File: config.mk
export PLATFORM = sky130hd
export DESIGN_NAME = spi_slave_mcp
export DESIGN_NICKNAME = d
export VERILOG_FILES = /design/src/rtl/spi_slave_mcp.sv
export SDC_FILE = /design/constraint.sdc
export NUM_CORES = 1
export LEC_CHECK = 0
export ABC_AREA = 1
export CAP_MARGIN = 20
export CORE_AREA = 5 5 66 68
export CTS_BUF_LIST = sky130_fd_sc_hd__clkbuf_2 sky130_fd_sc_hd__clkbuf_4 sky130_fd_sc_hd__clkbuf_8
export DETAILED_ROUTE_END_ITERATION = 6
export DIE_AREA = 0 0 71 73
export PLACE_DENSITY = 0.79
export SLEW_MARGIN = 20
export SYNTH_ARGS = -nofsm -noshare
export SYNTH_HDL_FRONTEND = slang
export SYNTH_SLANG_ARGS = --single-unit
File: constraint.sdc
create_clock -name clk -period 1.5 [get_ports clk]
set_input_delay 0.45 -clock clk [delete_from_list [all_inputs] [get_ports clk]]
set_output_delay 0.45 -clock clk [all_outputs]
set_load 0.02 [all_outputs]
File: src/rtl/spi_slave_mcp.sv
// SPI mode-0 responder: oversamples sclk/cs/mosi in the clk domain, deserializes MSB-first words
// and serializes a host-loaded word on miso. Optional macro: SPI_SLAVE_ECHO_EN (echo last rx word).
module spi_slave_mcp #(
    parameter int                DATA_W      = 8,
    parameter int                SYNC_STAGES = 2,
    parameter logic [DATA_W-1:0] IDLE_BYTE   = 8'hFF
) (
    input  logic              clk,
    input  logic              rst,
    input  logic              sclk,
    input  logic              cs,
    input  logic              mosi,
    output logic              miso,
    input  logic [DATA_W-1:0] tx_data,
    input  logic              tx_load,
    output logic              tx_ready,
    output logic [DATA_W-1:0] rx_data,
    output logic              rx_valid,
    output logic              frame_err,
    output logic              busy
);

    localparam int                CNT_W = $clog2(DATA_W);
    localparam logic [CNT_W-1:0] LAST  = CNT_W'(DATA_W - 1);

    typedef enum logic {
        IDLE   = 1'b0,
        ACTIVE = 1'b1
    } state_t;

    state_t state_q, state_d;

    logic [SYNC_STAGES-1:0] sclk_sync_q, cs_sync_q, mosi_sync_q;
    logic                   sclk_prev_q, cs_prev_q;
    logic                   sclk_s, cs_s, mosi_s;
    logic                   sclk_rise, sclk_fall, cs_fall;

    logic [CNT_W-1:0]  bit_cnt_q, bit_cnt_d;
    logic [DATA_W-1:0] rx_shift_q, rx_shift_d;
    logic [DATA_W-1:0] tx_shift_q, tx_shift_d;
    logic [DATA_W-1:0] tx_buf_q, tx_buf_d;
    logic              tx_full_q, tx_full_d;
    logic              reload_q, reload_d;
    logic [DATA_W-1:0] rx_data_q, rx_data_d;
    logic              rx_valid_q, rx_valid_d;
    logic              frame_err_q, frame_err_d;
    logic              word_load;
    logic [DATA_W-1:0] next_word;

    assign sclk_s    = sclk_sync_q[SYNC_STAGES-1];
    assign cs_s      = cs_sync_q[SYNC_STAGES-1];
    assign mosi_s    = mosi_sync_q[SYNC_STAGES-1];
    assign sclk_rise = ~sclk_prev_q & sclk_s;
    assign sclk_fall = sclk_prev_q & ~sclk_s;
    assign cs_fall   = cs_prev_q & ~cs_s;

    // History flops reset to 0, so a cs held low through reset never looks like a frame start.
    always_ff @(posedge clk) begin
        if (rst) begin
            sclk_sync_q <= '0;
            cs_sync_q   <= '0;
            mosi_sync_q <= '0;
            sclk_prev_q <= 1'b0;
            cs_prev_q   <= 1'b0;
        end else begin
            sclk_sync_q <= {sclk_sync_q[SYNC_STAGES-2:0], sclk};
            cs_sync_q   <= {cs_sync_q[SYNC_STAGES-2:0], cs};
            mosi_sync_q <= {mosi_sync_q[SYNC_STAGES-2:0], mosi};
            sclk_prev_q <= sclk_s;
            cs_prev_q   <= cs_s;
        end
    end

`ifdef SPI_SLAVE_ECHO_EN
    logic echo_valid_q;

    always_ff @(posedge clk) begin
        if (rst) begin
            echo_valid_q <= 1'b0;
        end else if (rx_valid_d) begin
            echo_valid_q <= 1'b1;
        end
    end

    assign next_word = tx_full_q    ? tx_buf_q  :
                       echo_valid_q ? rx_data_q : IDLE_BYTE;
`else
    assign next_word = tx_full_q ? tx_buf_q : IDLE_BYTE;
`endif

    always_comb begin
        state_d     = state_q;
        bit_cnt_d   = bit_cnt_q;
        rx_shift_d  = rx_shift_q;
        tx_shift_d  = tx_shift_q;
        tx_buf_d    = tx_buf_q;
        tx_full_d   = tx_full_q;
        reload_d    = reload_q;
        rx_data_d   = rx_data_q;
        rx_valid_d  = 1'b0;
        frame_err_d = 1'b0;
        word_load   = 1'b0;

        case (state_q)
            IDLE: begin
                if (cs_fall) begin
                    state_d   = ACTIVE;
                    word_load = 1'b1;
                    bit_cnt_d = '0;
                    reload_d  = 1'b0;
                end
            end
            ACTIVE: begin
                // cs release outranks any sclk edge seen in the same cycle.
                if (cs_s) begin
                    state_d     = IDLE;
                    bit_cnt_d   = '0;
                    reload_d    = 1'b0;
                    frame_err_d = (bit_cnt_q != '0);
                end else if (sclk_rise) begin
                    rx_shift_d = {rx_shift_q[DATA_W-2:0], mosi_s};
                    if (bit_cnt_q == LAST) begin
                        bit_cnt_d  = '0;
                        rx_data_d  = {rx_shift_q[DATA_W-2:0], mosi_s};
                        rx_valid_d = 1'b1;
                        reload_d   = 1'b1;
                    end else begin
                        bit_cnt_d = bit_cnt_q + 1'b1;
                    end
                end else if (sclk_fall) begin
                    if (reload_q) begin
                        word_load = 1'b1;
                        reload_d  = 1'b0;
                    end else begin
                        tx_shift_d = {tx_shift_q[DATA_W-2:0], 1'b0};
                    end
                end
            end
            default: state_d = IDLE;
        endcase

        if (word_load) begin
            tx_shift_d = next_word;
        end
        // A buffer-to-shifter transfer only happens while full, so a same-cycle load is refused.
        if (word_load && tx_full_q) begin
            tx_full_d = 1'b0;
        end else if (tx_load && !tx_full_q) begin
            tx_buf_d  = tx_data;
            tx_full_d = 1'b1;
        end
    end

    always_ff @(posedge clk) begin
        if (rst) begin
            state_q     <= IDLE;
            bit_cnt_q   <= '0;
            rx_shift_q  <= '0;
            tx_shift_q  <= '0;
            tx_buf_q    <= '0;
            tx_full_q   <= 1'b0;
            reload_q    <= 1'b0;
            rx_data_q   <= '0;
            rx_valid_q  <= 1'b0;
            frame_err_q <= 1'b0;
        end else begin
            state_q     <= state_d;
            bit_cnt_q   <= bit_cnt_d;
            rx_shift_q  <= rx_shift_d;
            tx_shift_q  <= tx_shift_d;
            tx_buf_q    <= tx_buf_d;
            tx_full_q   <= tx_full_d;
            reload_q    <= reload_d;
            rx_data_q   <= rx_data_d;
            rx_valid_q  <= rx_valid_d;
            frame_err_q <= frame_err_d;
        end
    end

    assign busy      = (state_q == ACTIVE);
    assign miso      = busy & tx_shift_q[DATA_W-1];
    assign tx_ready  = ~tx_full_q;
    assign rx_data   = rx_data_q;
    assign rx_valid  = rx_valid_q;
    assign frame_err = frame_err_q;

endmodule

# Yosys cells after proc, flatten, opt, wreduce, memory -nomap -nowiden
# Cells that the tools add are included.
dict set report totals {
  input_bits 14
  reg_bits 47
  output_inout_bits 13
  wordCells 77
}
dict set report op_classes {
  add_sub_neg 1
  muxes 27
  n_eq_ne 8
  n_reduce_logical 15
  bitwise 11
}
# operator count
set op_table {}
lappend op_table {{8-bit two-way mux} 7}
lappend op_table {{1-bit two-way mux} 12}
lappend op_table {{3-bit two-way mux} 4}
lappend op_table {{1-bit inverter} 7}
lappend op_table {{2-bit by 1-bit != test with 1-bit output (second input constant)} 3}
lappend op_table {{1-bit case mux with 2 select lines} 3}
lappend op_table {{3-bit case mux with 2 select lines} 1}
lappend op_table {{3-bit AND reduction} 2}
lappend op_table {{5-bit AND reduction} 1}
lappend op_table {{1-bit AND} 4}
lappend op_table {{4-bit by 1-bit != test with 1-bit output (second input constant)} 1}
lappend op_table {{4-bit by 3-bit != test with 1-bit output (second input constant)} 1}
lappend op_table {{2-bit AND reduction} 2}
lappend op_table {{4-bit AND reduction} 1}
lappend op_table {{2-bit nonzero test} 2}
lappend op_table {{4-bit OR reduction} 1}
lappend op_table {{3-bit by 1-bit adder with 3-bit output (second input constant)} 1}
lappend op_table {{3-bit equality test (second input constant)} 1}
lappend op_table {{3-bit by 1-bit != test with 1-bit output (second input constant)} 1}
lappend op_table {{3-bit nonzero test} 1}
lappend op_table {{3-bit OR reduction} 1}
lappend op_table {{1-bit logical AND} 2}
lappend op_table {{2-bit != test (second input constant)} 1}
lappend op_table {{2-bit OR reduction} 1}
lappend op_table {{1-bit logical NOT} 1}

# Longest topological paths before layout
# Gate-level depths: netlist of run 1.
dict set report depth {
  word_depth 9
  mapped_depth 10
  depth_no_buf 10
}

# Worst setup path before layout of run 1
# OpenSTA, ideal clock, no wires.
dict set report synth_timing {
  path_type {register -> register}
  start {register sclk_prev_q}
  end {register tx_shift_q[1]}
  slack_ns 0.195
  synth_period_minus_slack_ns 1.305
  setup_ns 0.111
  t_required_ns 1.389
  arrival_ns 1.194
  path_stages_with_launch 11
  n_path_buf 0
  path_cell_list {dfxtp_1 -> inv_1 -> ha_1 -> inv_1 -> nand2_1 -> nor2_1 -> nand2_2 -> inv_2 -> nor2_4 -> nor2_1 -> nor2_1}
}
dict set report synth_between {
  elab_chain_len 7
  elab_cells_between_ends 14
  classes_between {eq/ne (3); mux (5); bitwise (3); reduce/logical (3)}
}
# item line
set synth_rtl {}
lappend synth_rtl {{from (decl)} 34} ;# logic sclk_prev_q, cs_prev_q;
lappend synth_rtl {{from (signal assigned)} 69} ;# sclk_prev_q <= sclk_s;
lappend synth_rtl {{1-bit AND or 1-bit inverter (tied branches)} {54, 53}}
lappend synth_rtl {{1-bit two-way mux or 1-bit AND (tied branches)} {130, 53}}
lappend synth_rtl {{1-bit two-way mux} 120} ;# end else if (sclk_rise) begin
lappend synth_rtl {{1-bit two-way mux} 115} ;# if (cs_s) begin
lappend synth_rtl {{1-bit case mux with 2 select lines} 104} ;# case (state_q)
lappend synth_rtl {{2-bit by 1-bit != test with 1-bit output (no line) or 2-bit nonzero test (tied branches)} n/a}
lappend synth_rtl {{5-bit AND reduction (no line)} n/a}
lappend synth_rtl {{to (signal assigned)} 170} ;# tx_shift_q <= tx_shift_d;
lappend synth_rtl {{to (decl)} 40} ;# logic [DATA_W-1:0] tx_shift_q, tx_shift_d;
# Parallel ways exist; a longest one is shown, timed or not.
# A chain may end at the register's enable or synchronous reset.

# Final worst setup path of run 1
dict set report layout_timing {
  start {register rx_data_q[1], in the netlist rx_data[1]}
  end {output port rx_data[1]}
}
# item line
set layout_lines {}
lappend layout_lines {{from (decl)} 44} ;# logic [DATA_W-1:0] rx_data_q, rx_data_d;
lappend layout_lines {{from (signal assigned)} 174} ;# rx_data_q <= rx_data_d;
lappend layout_lines {{to (decl)} 17} ;# output logic [DATA_W-1:0] rx_data,
# No word-level cell between the ends.

==> results of run 1 <==
kinds of logic (layout without fill, tap and decap cells):
logic type               count (synthesis)  count (layout)  share of synthesized area
AO/OA/AOI/OAI                           38              38                    0.09638
flip-flops                              47              47                     0.4769
AND/OR/NAND/NOR                        134             135                     0.3094
adder cells (fa/ha/maj)                  5               5                    0.03171
buffers and inverters                   40              77                    0.08560
worst paths after layout:
path | startpoint | to | cells past startpoint
min | sclk_sync_q[0]$_SDFF_PP0_ | sclk_sync_q[1]$_SDFF_PP0_ | 2
min reg2reg | sclk_sync_q[0]$_SDFF_PP0_ | sclk_sync_q[1]$_SDFF_PP0_ | 2
max | rx_data[1]$_SDFFE_PP0P_ | rx_data[1] | 1
max reg2reg | sclk_sync_q[1]$_SDFF_PP0_ | tx_shift_q[6]$_SDFFE_PP0P_ | 10
registers in the layout (all words and copies together), names as in the netlist:
signal	flops
bit_cnt_q	3
busy	1
cs_prev_q	1
cs_sync_q	2
frame_err	1
mosi_sync_q	2
reload_q	1
rx_data	8
rx_shift_q	7
rx_valid	1
sclk_prev_q	1
sclk_sync_q	2
tx_buf_q	8
tx_full_q	1
tx_shift_q	8
power by group through the flow:
| stage | combinational, uW | sequential [uW] | clock, uW |
|---|---|---|---|
| global placement | 203 | 1340 | 0 |
| floorplan | 132 | 1340 | 0 |
| global route | 241 | 1320 | 932 |
| CTS | 209 | 1310 | 866 |
| finish | 215 | 1310 | 854 |
| detailed placement | 210 | 1340 | 0 |
what timing repair did:
action | CTS | global route
pin swaps | 0 | 5
setup endpoints to repair | 13 | 19
gates cloned | 0 | 2
gates resized for setup | 15 | 18
buffers inserted | 0 | 2
hold buffers | 0 | 0
layer usage:
metal / vias up / wire length [microns] / GRT usage
met5: - / 0 / 0
met4: 0 / 80 / 0.07724
met3: 11 / 207 / 0.06336
met1: 788 / 1784 / 0.1829
li1: 906 / - / -
met2: 35 / 1998 / 0.2770
cell type report:
| cell class | count | area [sq um] |
|---|---|---|
| Clock buffer | 8 | 103.9 |
| Tap cell | 50 | 62.56 |
| Inverter | 32 | 122.6 |
| Timing Repair Buffer | 37 | 362.8 |
| Sequential cell | 47 | 944.7 |
| Multi-Input combinational cell | 178 | 895.9 |
| Fill cell | 323 | 1306 |
metrics by stage:
stage	worst slack, ns	power, uW
3_3_place_gp	0.006801	1542
2_1_floorplan	0.1950	1467
6_report	0.06360	2380
5_1_grt	-0.005510	2489
4_1_cts	0.004671	2385
3_5_place_dp	-0.04474	1550
cell usage after synthesis (3+ instances only):
cell type,count
nor2_1,55
o21ai_0,21
inv_1,27
nand2_2,5
nand2_1,43
or2_2,7
inv_2,5
ha_1,5
buf_2,3
a21oi_1,15
dfxtp_1,47
nand4_1,8
nand3_1,9
==> results.cfg, run 1 <==
[die]
rows = 23
dieArea_sq_um = 5183
die_w_microns = 71
dieHeight_microns = 73
core-area_sq_um = 3799
ios = 27
initial_core_util = 0.5194

[worst_setup_path]
cp.arrival_ns = 0.99
cp-start-kind = flip-flop
end_kind = output port
cp_max_fo = 2
slowest_delay_ns = 0.35
critical-path-top-delay-family = flip-flops
path_cells = dlygate4sd2_1
reg2reg_setup_slack_ns = 0.11
cp_num_buf_inv = 1
crit_type = reg -> out
crit_slowest_cell = dfxtp_1
cp.required_ns = 1.05

[power]
p_int_uw = 1831
p_clk_frac = 0.359
p_sw_frac = 0.2307
combPwrFrac = 0.090
vdd_drop_max_mv = 0.8042
leakagePower_uw = 0.001153
power_switching_uw = 549.2
p_seq_frac = 0.551
power_density_nw_per_um2 = 955.0

[place]
place_congestion = 0.7554
placedCellCount = 340
dp_hpwl_mm = 2.857
placed_area_sq_um = 2332
port_buffers = 26

[route]
drtPass1Iterations = 4
routed_via_density = 4.943
wl_per_cell_microns = 11.57
drt_wl_total_mm = 4.071
dr_total_vias = 1740
ant_nets = 0
drc = 0
drt_iter0_markers = 96

[synthesis]
synth_area_leaders = dfxtp_1 48%, nor2_1 10%, nand2_1 8.2%
synth_edf_count = 0
syn_nets = 283
synth_top_area_frac = 0.4769
ys_seq_area_frac = 0.4769
netlist_area_sq_um = 1973
yosys_warnings = 0
avgSynthCellArea_sq_um = 7.474
synth_cell_types = 24
synth_ff_type = dfxtp_1
async_flop_share = 0
yosysTopAreaCell = dfxtp_1
synthCells = 264
synth-seq-cells = 47

[layout]
final_common_cell = nor2_1
mostFrequentLayoutCells = 52 x nor2_1, 44 x nand2_1, 44 x dfxtp_1
postLayoutCoreUtil = 0.6561
antennaDiodeCount = 0
layout.nets = 320
fin_area_sq_um = 2492
final_layout_size_suffix_gt1_frac = 0.1821
syn2layout_area_growth_pct = 26.32
finalNonFillerCells = 352

[timing]
slew_viol_final = 0
tightest_slew_ns = 0.4481
fin_skew_ns = 0.004157
fmax_ghz = 0.6962
final_hold_viol_count = 0
fin_crit_sh = 0.9576
fin_worst_hold_slack_ns = 0.4052
slew-limit-headroom = 0.6981
fin_tns_setup_ns = 0
rsz0062_at_grt = true
setup-violations-final = 0
min_period_ns = 1.436

[cts]
cts.path.max_buffers = 2
cts_root_buf = clkbuf_8
cts.htree.levels = 2
cts_buffers = 5
cts_tree = yes
clk_pin_slew_ns = 0.08
clk_latency_ns = 0.30
cts_num_sinks = 47

[grt]
grt_pass1_wl_mm = 6.762
grt_max_degree = 30
track_usage = 0.1643
grt_pass1_vias = 1587
gr-total-overflow = 0
antenna_found_initial = 0

[run_status]
status = finished, final reports clean

[run]
max_cap_viol_count = 0

[worst_hold_path]
hold_path.class = reg -> reg
Note: power is estimated with default switching activity, not from simulation.
==> inputs of run 2 (changes only) <==
--- a/config.mk
+++ b/config.mk
@@ -11,7 +11,8 @@
 export CTS_BUF_LIST = sky130_fd_sc_hd__clkbuf_2 sky130_fd_sc_hd__clkbuf_4 sky130_fd_sc_hd__clkbuf_8
 export DETAILED_ROUTE_END_ITERATION = 6
 export DIE_AREA = 0 0 71 73
-export PLACE_DENSITY = 0.79
+export DONT_BUFFER_PORTS = 1
+export PLACE_DENSITY = 0.69
 export SLEW_MARGIN = 20
 export SYNTH_ARGS = -nofsm -noshare
 export SYNTH_HDL_FRONTEND = slang
==> run 2 against run 1 <==
Effect of this change: via count shrank 9.2%; clock skew is 0.0015 ns higher; critical path depth rose by 9; combinational power decreased by 29%; worst hold slack worse by 0.20 ns; utilization decreased by 9.1 points; total power decreased by 7.1%; die area unchanged.
==> results.cfg, run 2 (same netlist as run 1, synthesis figures left out) <==
[run_status]
status = finished, final reports clean

[power]
leakagePower_uw = 0.0009533
vdd_drop_max_mv = 0.8950
power_density_nw_per_um2 = 1030

[timing]
min_period_ns = 1.404
tightest_slew_ns = 0.3849
fin_skew_ns = 0.005684
final_hold_viol_count = 0
slew_viol_final = 0
slew-limit-headroom = 0.7407
fmax_ghz = 0.7124
worst_slack_ns = 0.09622
setup-violations-final = 0
fin_crit_sh = 0.9359
fin_worst_hold_slack_ns = 0.2072

[grt]
track_usage = 0.1484
met2_usage = 0.2420
grt_pass1_wl_mm = 6.113
gr-total-overflow = 0
use_met1 = 0.1787
grt.busiest_layer = met2
grt_max_degree = 19
use_met3 = 0.04959
antenna_found_initial = 0
grt_pass1_vias = 1394

[place]
pre_cts_slack_ns = 0.05069
placed_area_sq_um = 2039
placedCellCount = 313
port_buffers = 0
place_congestion = 0.7703
dp_hpwl_mm = 2.530

[run]
max_cap_viol_count = 0

[route]
wl_per_cell_microns = 11.26
drtPass1Iterations = 4
ant_nets = 0
drt_wl_total_mm = 3.636
dr_total_vias = 1580
drc = 0
drt_iter0_markers = 56
routed_via_density = 4.892

[worst_hold_path]
hold_path.class = in -> reg

[die]
dieArea_sq_um = 5183
initial_core_util = 0.5194
die_w_microns = 71
core-area_sq_um = 3799
rows = 23
dieHeight_microns = 73
ios = 27

[cts]
cts_num_sinks = 47
cts.htree.levels = 2
cts_buffers = 5
cts_root_buf = clkbuf_8
cts_tree = yes
clk_latency_ns = 0.30
cts.path.max_buffers = 2
clk_pin_slew_ns = 0.09

[worst_setup_path]
cp.required_ns = 1.71
cp.arrival_ns = 1.61
cp_max_fo = 7
end_kind = flip-flop
cp-start-kind = flip-flop
crit_type = reg -> reg

[layout]
syn2layout_area_growth_pct = 8.814
antennaDiodeCount = 0
mostFrequentLayoutCells = 54 x nor2_1, 47 x dfxtp_1, 44 x nand2_1
n_fill_cell = 395
finalNonFillerCells = 323
final_layout_size_suffix_gt1_frac = 0.1538
fin_area_sq_um = 2147
layout.nets = 291
final_common_cell = nor2_1
run 2: changes by cell type in the layout (fill, tap and decap cells not counted), sizes merged, moves of 2 or more:
cell | previous run | this run
buf | 11 | 8
clkbuf | 10 | 5
dlygate4sd2 | 10 | 0
clkdlybuf4s50 | 13 | 0
clkinvlp | 0 | 2
run 2: worst paths after layout:
path	start	end	slack (ns)	cells past startpoint
setup reg to reg	sclk_prev_q$_SDFF_PP0_	tx_shift_q[4]$_SDFFE_PP0P_	0.1	10
setup / recovery	sclk_prev_q$_SDFF_PP0_	tx_shift_q[4]$_SDFFE_PP0P_	0.1	10
hold reg to reg	sclk_sync_q[0]$_SDFF_PP0_	sclk_sync_q[1]$_SDFF_PP0_	0.40	2
hold / removal	rst	rx_data[4]$_SDFFE_PP0P_	0.21	1
run 2: area by class of cell:
cell class / count / area (sq um) / area share
Clock inverter: 3 / 20.02 / 0.009324
Multi-Input combinational cell: 178 / 872.1 / 0.4062
Inverter: 32 / 122.6 / 0.05711
Clock buffer: 5 / 68.82 / 0.03205
Timing Repair Buffer: 8 / 60.06 / 0.02797
Sequential cell: 47 / 940.9 / 0.4382
Tap cell: 50 / 62.56 / 0.02914
run 2: metrics by stage:
step                power [uW]  setup TNS (ns)  utilization
CTS                       2246               0       0.5603
finish                    2211               0       0.5652
detailed placement        1491               0       0.5369
global route              2329        -0.03446       0.5652
global placement          1489               0       0.5369
floorplan                 1467               0            -
run 2: report_power, final:
part           internal [uW]  switching [uW]  leakage [uW]
registers               1290            21.9      0.000383
logic                   61.1            91.7      0.000530
clock network            324             424     0.0000402
total                   1670             538      0.000953
run 2: metal layers:
metal | routed length (microns) | share of wire | vias to the layer above
met4 | 63 | 0.017 | 0
met5 | 0 | 0 | -
met3 | 194 | 0.053 | 7
met2 | 1707 | 0.47 | 24
met1 | 1670 | 0.46 | 706
li1 | - | - | 843
run 2: critical path, stage by stage (launching register included):
cell     delay, ns
dfxtp_1       0.34
inv_1         0.05
ha_1          0.19
inv_2         0.11
nand2_1       0.09
nor2_2        0.12
nand2_2       0.11
inv_2         0.08
nor2_4        0.06
nor2_1        0.10
nor2_1        0.05
run 2: timing repair:
item                                    4_1_cts  5_1_grt
hold buffers                                  0        0
setup buffers                                 0        1
endpoints found under the setup margin        0       10
resized for setup                             0        4
==> inputs of run 3 (changes only) <==
--- a/config.mk
+++ b/config.mk
@@ -13,7 +13,6 @@
 export DIE_AREA = 0 0 71 73
 export DONT_BUFFER_PORTS = 1
 export PLACE_DENSITY = 0.69
-export SLEW_MARGIN = 20
 export SYNTH_ARGS = -nofsm -noshare
 export SYNTH_HDL_FRONTEND = slang
 export SYNTH_SLANG_ARGS = --single-unit
==> results of run 3 <==
Same layout as run 2: the final DEF is identical, and so are final timing and power.
